`config.mk`:
```
export PLATFORM = sky130hd
export DESIGN_NAME = seq_pattern_tx
export DESIGN_NICKNAME = d
export VERILOG_FILES = /design/src/rtl/seq_tx_pkg.sv /design/src/rtl/seq_match_model.sv /design/src/rtl/seq_pattern_tx.sv
export SDC_FILE = /design/constraint.sdc
export NUM_CORES = 1
export LEC_CHECK = 0
export BUFFER_PORTS_ARGS = -buffer_cell sky130_fd_sc_hd__buf_2
export CAP_MARGIN = 20
export CORE_MARGIN = 2
export CORE_UTILIZATION = 59
export DETAILED_ROUTE_END_ITERATION = 12
export PLACE_DENSITY = 0.84
export SLEW_MARGIN = 30
export SYNTH_ARGS = -nofsm -noshare
export SYNTH_HDL_FRONTEND = slang
export SYNTH_HIERARCHICAL = 1
export SYNTH_SLANG_ARGS = --single-unit
```
`constraint.sdc`:
```
create_clock -name clk -period 5.5 [get_ports clk]
set_input_delay 0.825 -clock clk [delete_from_list [all_inputs] [get_ports clk]]
set_output_delay 0.825 -clock clk [all_outputs]
set_load 0.03 [all_outputs]
```
`src/rtl/seq_tx_pkg.sv`:
```
// Shared types and constants for the serial pattern transmitter and its reference matcher.
package seq_tx_pkg;

   typedef enum logic [1:0] {
      IDLE,
      SHIFT,
      GAP
   } state_t;

   localparam logic [3:0] DEFAULT_PATTERN = 4'b1011;
   localparam int         MATCH_CNT_W     = 16;

endpackage

```
`src/rtl/seq_match_model.sv`:
```
// Overlapping reference matcher: 3-bit history of the line, pattern compare and a saturating
// match counter. Usable standalone as a scoreboard for a Mealy pattern detector.
module seq_match_model
   import seq_tx_pkg::*;
#(
   parameter logic [3:0] PATTERN = DEFAULT_PATTERN
) (
   input  logic                   clk,
   input  logic                   reset,
   input  logic                   bit_in,
   output logic                   match,
   output logic [MATCH_CNT_W-1:0] count
);

   localparam logic [MATCH_CNT_W-1:0] CNT_MAX = '1;

   logic [2:0] history;

   // Mealy-aligned: the current line bit completes the pattern in the same cycle.
   assign match = ({history, bit_in} == PATTERN);

   // NOTE: sequential state uses non-blocking assignments so every flop samples pre-edge values.
   always_ff @(posedge clk or posedge reset) begin
      if (reset) begin
         history <= '0;
         count   <= '0;
      end else begin
         history <= {history[1:0], bit_in};
         if (match && count != CNT_MAX)
            count <= count + 1'b1;
      end
   end

endmodule

```
`src/rtl/seq_pattern_tx.sv`:
```
// Valid/ready parallel-to-serial transmitter with built-in reference matcher for "1011" detectors.
// Optional macro PARITY_EN appends an even-parity bit to every frame.
module seq_pattern_tx
   import seq_tx_pkg::*;
#(
   parameter int         WIDTH      = 8,
   parameter int         GAP_CYCLES = 2,
   parameter logic [3:0] PATTERN    = DEFAULT_PATTERN
) (
   input  logic                   clk,
   input  logic                   reset,
   input  logic [WIDTH-1:0]       in_data,
   input  logic                   in_valid,
   output logic                   in_ready,
   output logic                   serial_out,
   output logic                   bit_valid,
   output logic                   busy,
   output logic                   frame_done,
   output logic                   match_exp,
   output logic [MATCH_CNT_W-1:0] match_cnt
);

`ifdef PARITY_EN
   localparam int FRAME_BITS = WIDTH + 1;
`else
   localparam int FRAME_BITS = WIDTH;
`endif
   localparam int BIT_CNT_W = $clog2(FRAME_BITS);
   localparam int GAP_CNT_W = (GAP_CYCLES > 1) ? $clog2(GAP_CYCLES) : 1;

   state_t                 state;
   state_t                 next_state;
   logic                   accept;
   logic [FRAME_BITS-1:0]  frame_word;
   logic [FRAME_BITS-1:0]  shreg;
   logic [BIT_CNT_W-1:0]   bit_cnt;
   logic [GAP_CNT_W-1:0]   gap_cnt;

`ifdef PARITY_EN
   assign frame_word = {in_data, ^in_data};
`else
   assign frame_word = in_data;
`endif

   always_ff @(posedge clk or posedge reset) begin
      if (reset)
         state <= IDLE;
      else
         state <= next_state;
   end

   // NOTE: every signal assigned in always_comb gets a default first, so no latch can be inferred.
   always_comb begin
      next_state = state;
      case (state)
         IDLE:    if (accept) next_state = SHIFT;
         SHIFT:   if (bit_cnt == '0) next_state = GAP;
         GAP:     if (gap_cnt == '0) next_state = IDLE;
         default: next_state = IDLE;
      endcase
   end

   always_comb begin
      in_ready = (state == IDLE);
      busy     = (state != IDLE);
      accept   = in_valid && (state == IDLE);
   end

   // Line outputs are registered so the matcher compare depends on flops only.
   always_ff @(posedge clk or posedge reset) begin
      if (reset) begin
         shreg      <= '0;
         bit_cnt    <= '0;
         gap_cnt    <= '0;
         serial_out <= 1'b0;
         bit_valid  <= 1'b0;
         frame_done <= 1'b0;
      end else begin
         frame_done <= 1'b0;
         case (state)
            IDLE: begin
               if (accept) begin
                  serial_out <= frame_word[FRAME_BITS-1];
                  shreg      <= frame_word << 1;
                  bit_valid  <= 1'b1;
                  bit_cnt    <= BIT_CNT_W'(FRAME_BITS - 1);
               end
            end
            SHIFT: begin
               if (bit_cnt == '0) begin
                  serial_out <= 1'b0;
                  bit_valid  <= 1'b0;
                  frame_done <= 1'b1;
                  gap_cnt    <= GAP_CNT_W'(GAP_CYCLES - 1);
               end else begin
                  serial_out <= shreg[FRAME_BITS-1];
                  shreg      <= shreg << 1;
                  bit_cnt    <= bit_cnt - 1'b1;
               end
            end
            GAP: begin
               if (gap_cnt != '0)
                  gap_cnt <= gap_cnt - 1'b1;
            end
            default: ;
         endcase
      end
   end

   seq_match_model #(
      .PATTERN (PATTERN)
   ) u_match (
      .clk    (clk),
      .reset  (reset),
      .bit_in (serial_out),
      .match  (match_exp),
      .count  (match_cnt)
   );

endmodule

```
==> metrics.md <==
| Metric | Value |
|---|---|
| Failing checks | `design-rule violations` |
| N_diodes | `0` |
| DR vias | `1284` |
| Routability congestion estimate | `0.820` |
| Routed WL per cell | `15.1 um` |
| Total of max-cap violations | `0` |
| Syn Inst Count | `152` |
| Pwr dens | `428 nW/um2` |
| Final worst-path cycle share | `41.4%` |
| Post-CTS Setup Repair Bufs | `0` |
| Seq. cell area | `876 um2` |
| # DRC | `3` |
| Setup TNS Final | `0 ns` |
| Crit path DAT | `1.45 ns` |
| Final WS setup | `3.22 ns` |
| Layout cells sized above 1 | `33.0%` |
| Detailed Place HPWL | `2440 um` |
| RSZ-0062 raised after global routing | `false` |
| Fin cells | `219` |
| Synth Flop Type | `dfrtp_1` |
| Final setup violation count | `0` |
| Crit-path max cell delay | `0.39 ns` |
| First-pass GRT wire length | `5650 um` |
| Total placed instance area | `1940 um2` |
| CTS tree | `yes` |
| Starting DRC count in detailed routing | `79` |
| Warnings, synthesis | `6` |
| Register area share after synthesis | `49.4%` |
| Area Growth Syn to Fin | `12.1%` |
| Buf/Inv on CP | `2` |
| Port Buf Inserts | `32` |
| Die width | `58.8 um` |
| Startpoint types | `flop` |
| Drt first pass iters | `8` |
| Vias in the first global route | `1260` |
| Placement Rows | `19` |
| Max Freq | `439 MHz` |
| Synth cell types | `39` |
| Max-Slew Margin vs Limit | `52.1%` |
| Worst Hold Class | `flop to flop` |
| CP required | `4.68 ns` |
| CTS hold repair buffers | `0` |
| Post-Route Utilization | `70.9%` |
| Status | `complete, but fails checks` |
| Die ar. | `3460 um2` |
| Clock period minus worst slack | `2.28 ns` |
| Mapped Nets | `166` |
| Mean Syn Cell Area | `11.7 um2` |
| DP Cell Count | `211` |
| Async S/R FF share, synth | `100%` |
| Post-layout nets | `201` |
| EDFF count, synth | `0` |
| Hold Crit Start | `u_match/history[1]$_DFF_PP0_` |
| Drt via density | `5.86` |
| Crit Path Class | `flop to primary output` |
| GRT Residual Overflow | `0` |
| CP delay by family, top | `flip-flops` |
| Post-synthesis cell area | `1770 um2` |
| Initial antenna violation count | `0` |
| Critical R2R Launch | `u_match/count[0]$_DFFE_PP0P_` |
| Io pins | `33` |
| Pin count of the biggest net entering global routing | `20` |
| Clock Root Buffer | `clkbuf_4` |
| Total track usage | `21.8%` |
| Peak supply drop | `0.270 mV` |
| Skew-Pair Late Insertion Delay | `0.34 ns` |
| Number of fill cells | `208` |
| Sinks on the clock net | `35` |
| Slowest stage cell on the critical path | `dfrtp_1` |
| Post-CTS resize count | `0` |
| Fin Clk Skew | `0.00211 ns` |
| Starting Density | `63.2%` |
| Least-Margin Pin Slew | `0.717 ns` |
| Post-route ant nets | `0` |
| H-tree levels | `2` |
| Max clock buf depth | `2` |
| Die Ht | `58.8 um` |
| Final Hold Fails | `0` |
| Element type at the critical path end | `primary output` |
| Crit Path Max Fanout | `8` |
| CTS Buf Count | `5` |
| Cell area after layout | `1990 um2` |
| Leakage | `1.04 nW` |
| Clock Pin Slew Worst Setup and Hold Paths | `0.11 ns` |
| Pre-CTS setup slack | `3.61 ns` |
| Flops & latches, synth | `35` |
| Final wirelength | `3310 um` |
| CP Launch Point | `u_match/history[1]$_DFF_PP0_` |
| Slew Viols, Final | `0` |
| Core area | `2810 um2` |
| Multi-input combinational cell area | `820 um2` |
| Ordered cell list for the critical path | `nand4b_2 > inv_1 > buf_2` |
==> path summary, 6_finish.rpt <==
path | slack [ns] | cells past startpoint | to
max reg2reg | 3.60 | 5 | u_match/count[1]$_DFFE_PP0P_
min in group asynchronous | 0.53 | 2 | shreg[5]$_DFFE_PP0P_
min | 0.39 | 0 | u_match/history[2]$_DFF_PP0_
max in group asynchronous | 4.46 | 2 | u_match/count[0]$_DFFE_PP0P_
max | 3.22 | 3 | match_exp
min reg2reg | 0.39 | 0 | u_match/history[2]$_DFF_PP0_
==> flip-flops by register name, summed over array words and instances, names as in the netlist, 2 cells and up <==
name,flops
bit_cnt,3
shreg,7
state,2
u_match/count,16
u_match/history,3
==> cell families after synthesis <==
logic type               Yosys count  synth area share, %
AO/OA/AOI/OAI                     17                 6.42
adder cells (fa/ha/maj)            3                 2.12
XOR/XNOR                          10                 4.94
flip-flops                        35                 49.4
multiplexers                      18                 12.6
buffers and inverters             15                 4.44
AND/OR/NAND/NOR                   54                 20.2
==> power breakdown <==
group	internal, W	switching [W]
clock	0.0000475	0.0000889
sequential	0.000328	0.0000656
combinational	0.000153	0.000168
==> worst reg2reg max path, cell delays in order, from the launching register on <==
cell and delay [ns]:
dfrtp_1 0.45, ha_1 0.22, nand3_1 0.20, nor4_4 0.52, nor2_2 0.09, mux2_1 0.32
==> cell usage after synthesis, types with 3 or more instances <==
| cell type | number | area, um2 |
|---|---|---|
| dfrtp_1 | 35 | 876 |
| inv_1 | 11 | 41.3 |
| nor2_1 | 9 | 33.8 |
| nand2_1 | 7 | 26.3 |
| xor2_1 | 7 | 61.3 |
| mux2_2 | 6 | 67.6 |
| mux2_4 | 6 | 90.1 |
| nand3_1 | 6 | 30.0 |
| nand4_1 | 6 | 37.5 |
| o21ai_0 | 6 | 30.0 |
| a21oi_1 | 4 | 20.0 |
| mux2_1 | 4 | 45.0 |
| nand2b_1 | 4 | 25.0 |
| and3_1 | 3 | 18.8 |
| buf_6 | 3 | 33.8 |
| ha_1 | 3 | 37.5 |
| xnor2_1 | 3 | 26.3 |
==> cells in the final DEF, fill, tap and decap left out, types with 3 or more instances in the layout <==
cell,Yosys,final
o21ai_0,6,6
mux2_1,4,4
xnor2_1,3,3
nand3_1,6,6
clkinv_2,0,3
buf_2,0,32
xor2_1,7,7
inv_1,11,11
nand2b_1,4,4
mux2_2,6,6
nand4_1,6,6
clkbuf_4,0,5
nor2_1,9,9
a21oi_1,4,4
nand2_1,7,7
dfrtp_1,35,35
and3_1,3,3
mux2_4,6,6
ha_1,3,3
==> layer usage <==
| layer | global-route usage, % | part of all wire [%] | wire length (um) | vias up |
|---|---|---|---|---|
| li1 | - | - | - | 605 |
| met3 | 4.62 | 6.6 | 217 | 11 |
| met5 | 0 | 0 | 0 | - |
| met4 | 10.1 | 2.4 | 80 | 0 |
| met1 | 25.9 | 40 | 1330 | 611 |
| met2 | 37.5 | 51 | 1680 | 57 |
==> through the flow <==
stage | hold slack (ns) | power, W
CTS | 0.393 | 0.000856
global route | 0.400 | 0.000902
global placement | 0.349 | 0.000700
floorplan | 0.347 | 0.000657
detailed placement | 0.366 | 0.000722
finish | 0.391 | 0.000851
==> layout make-up <==
type | count | area share, %
sequential | 35 | 44.1
clock buffer | 5 | 1.89
timing repair buffer | 32 | 8.06
tap | 31 | 1.95
multi-input combinational | 102 | 41.2
inverter | 11 | 2.08
clock inverter | 3 | 0.755
Note: power is estimated with default switching activity, not from simulation.
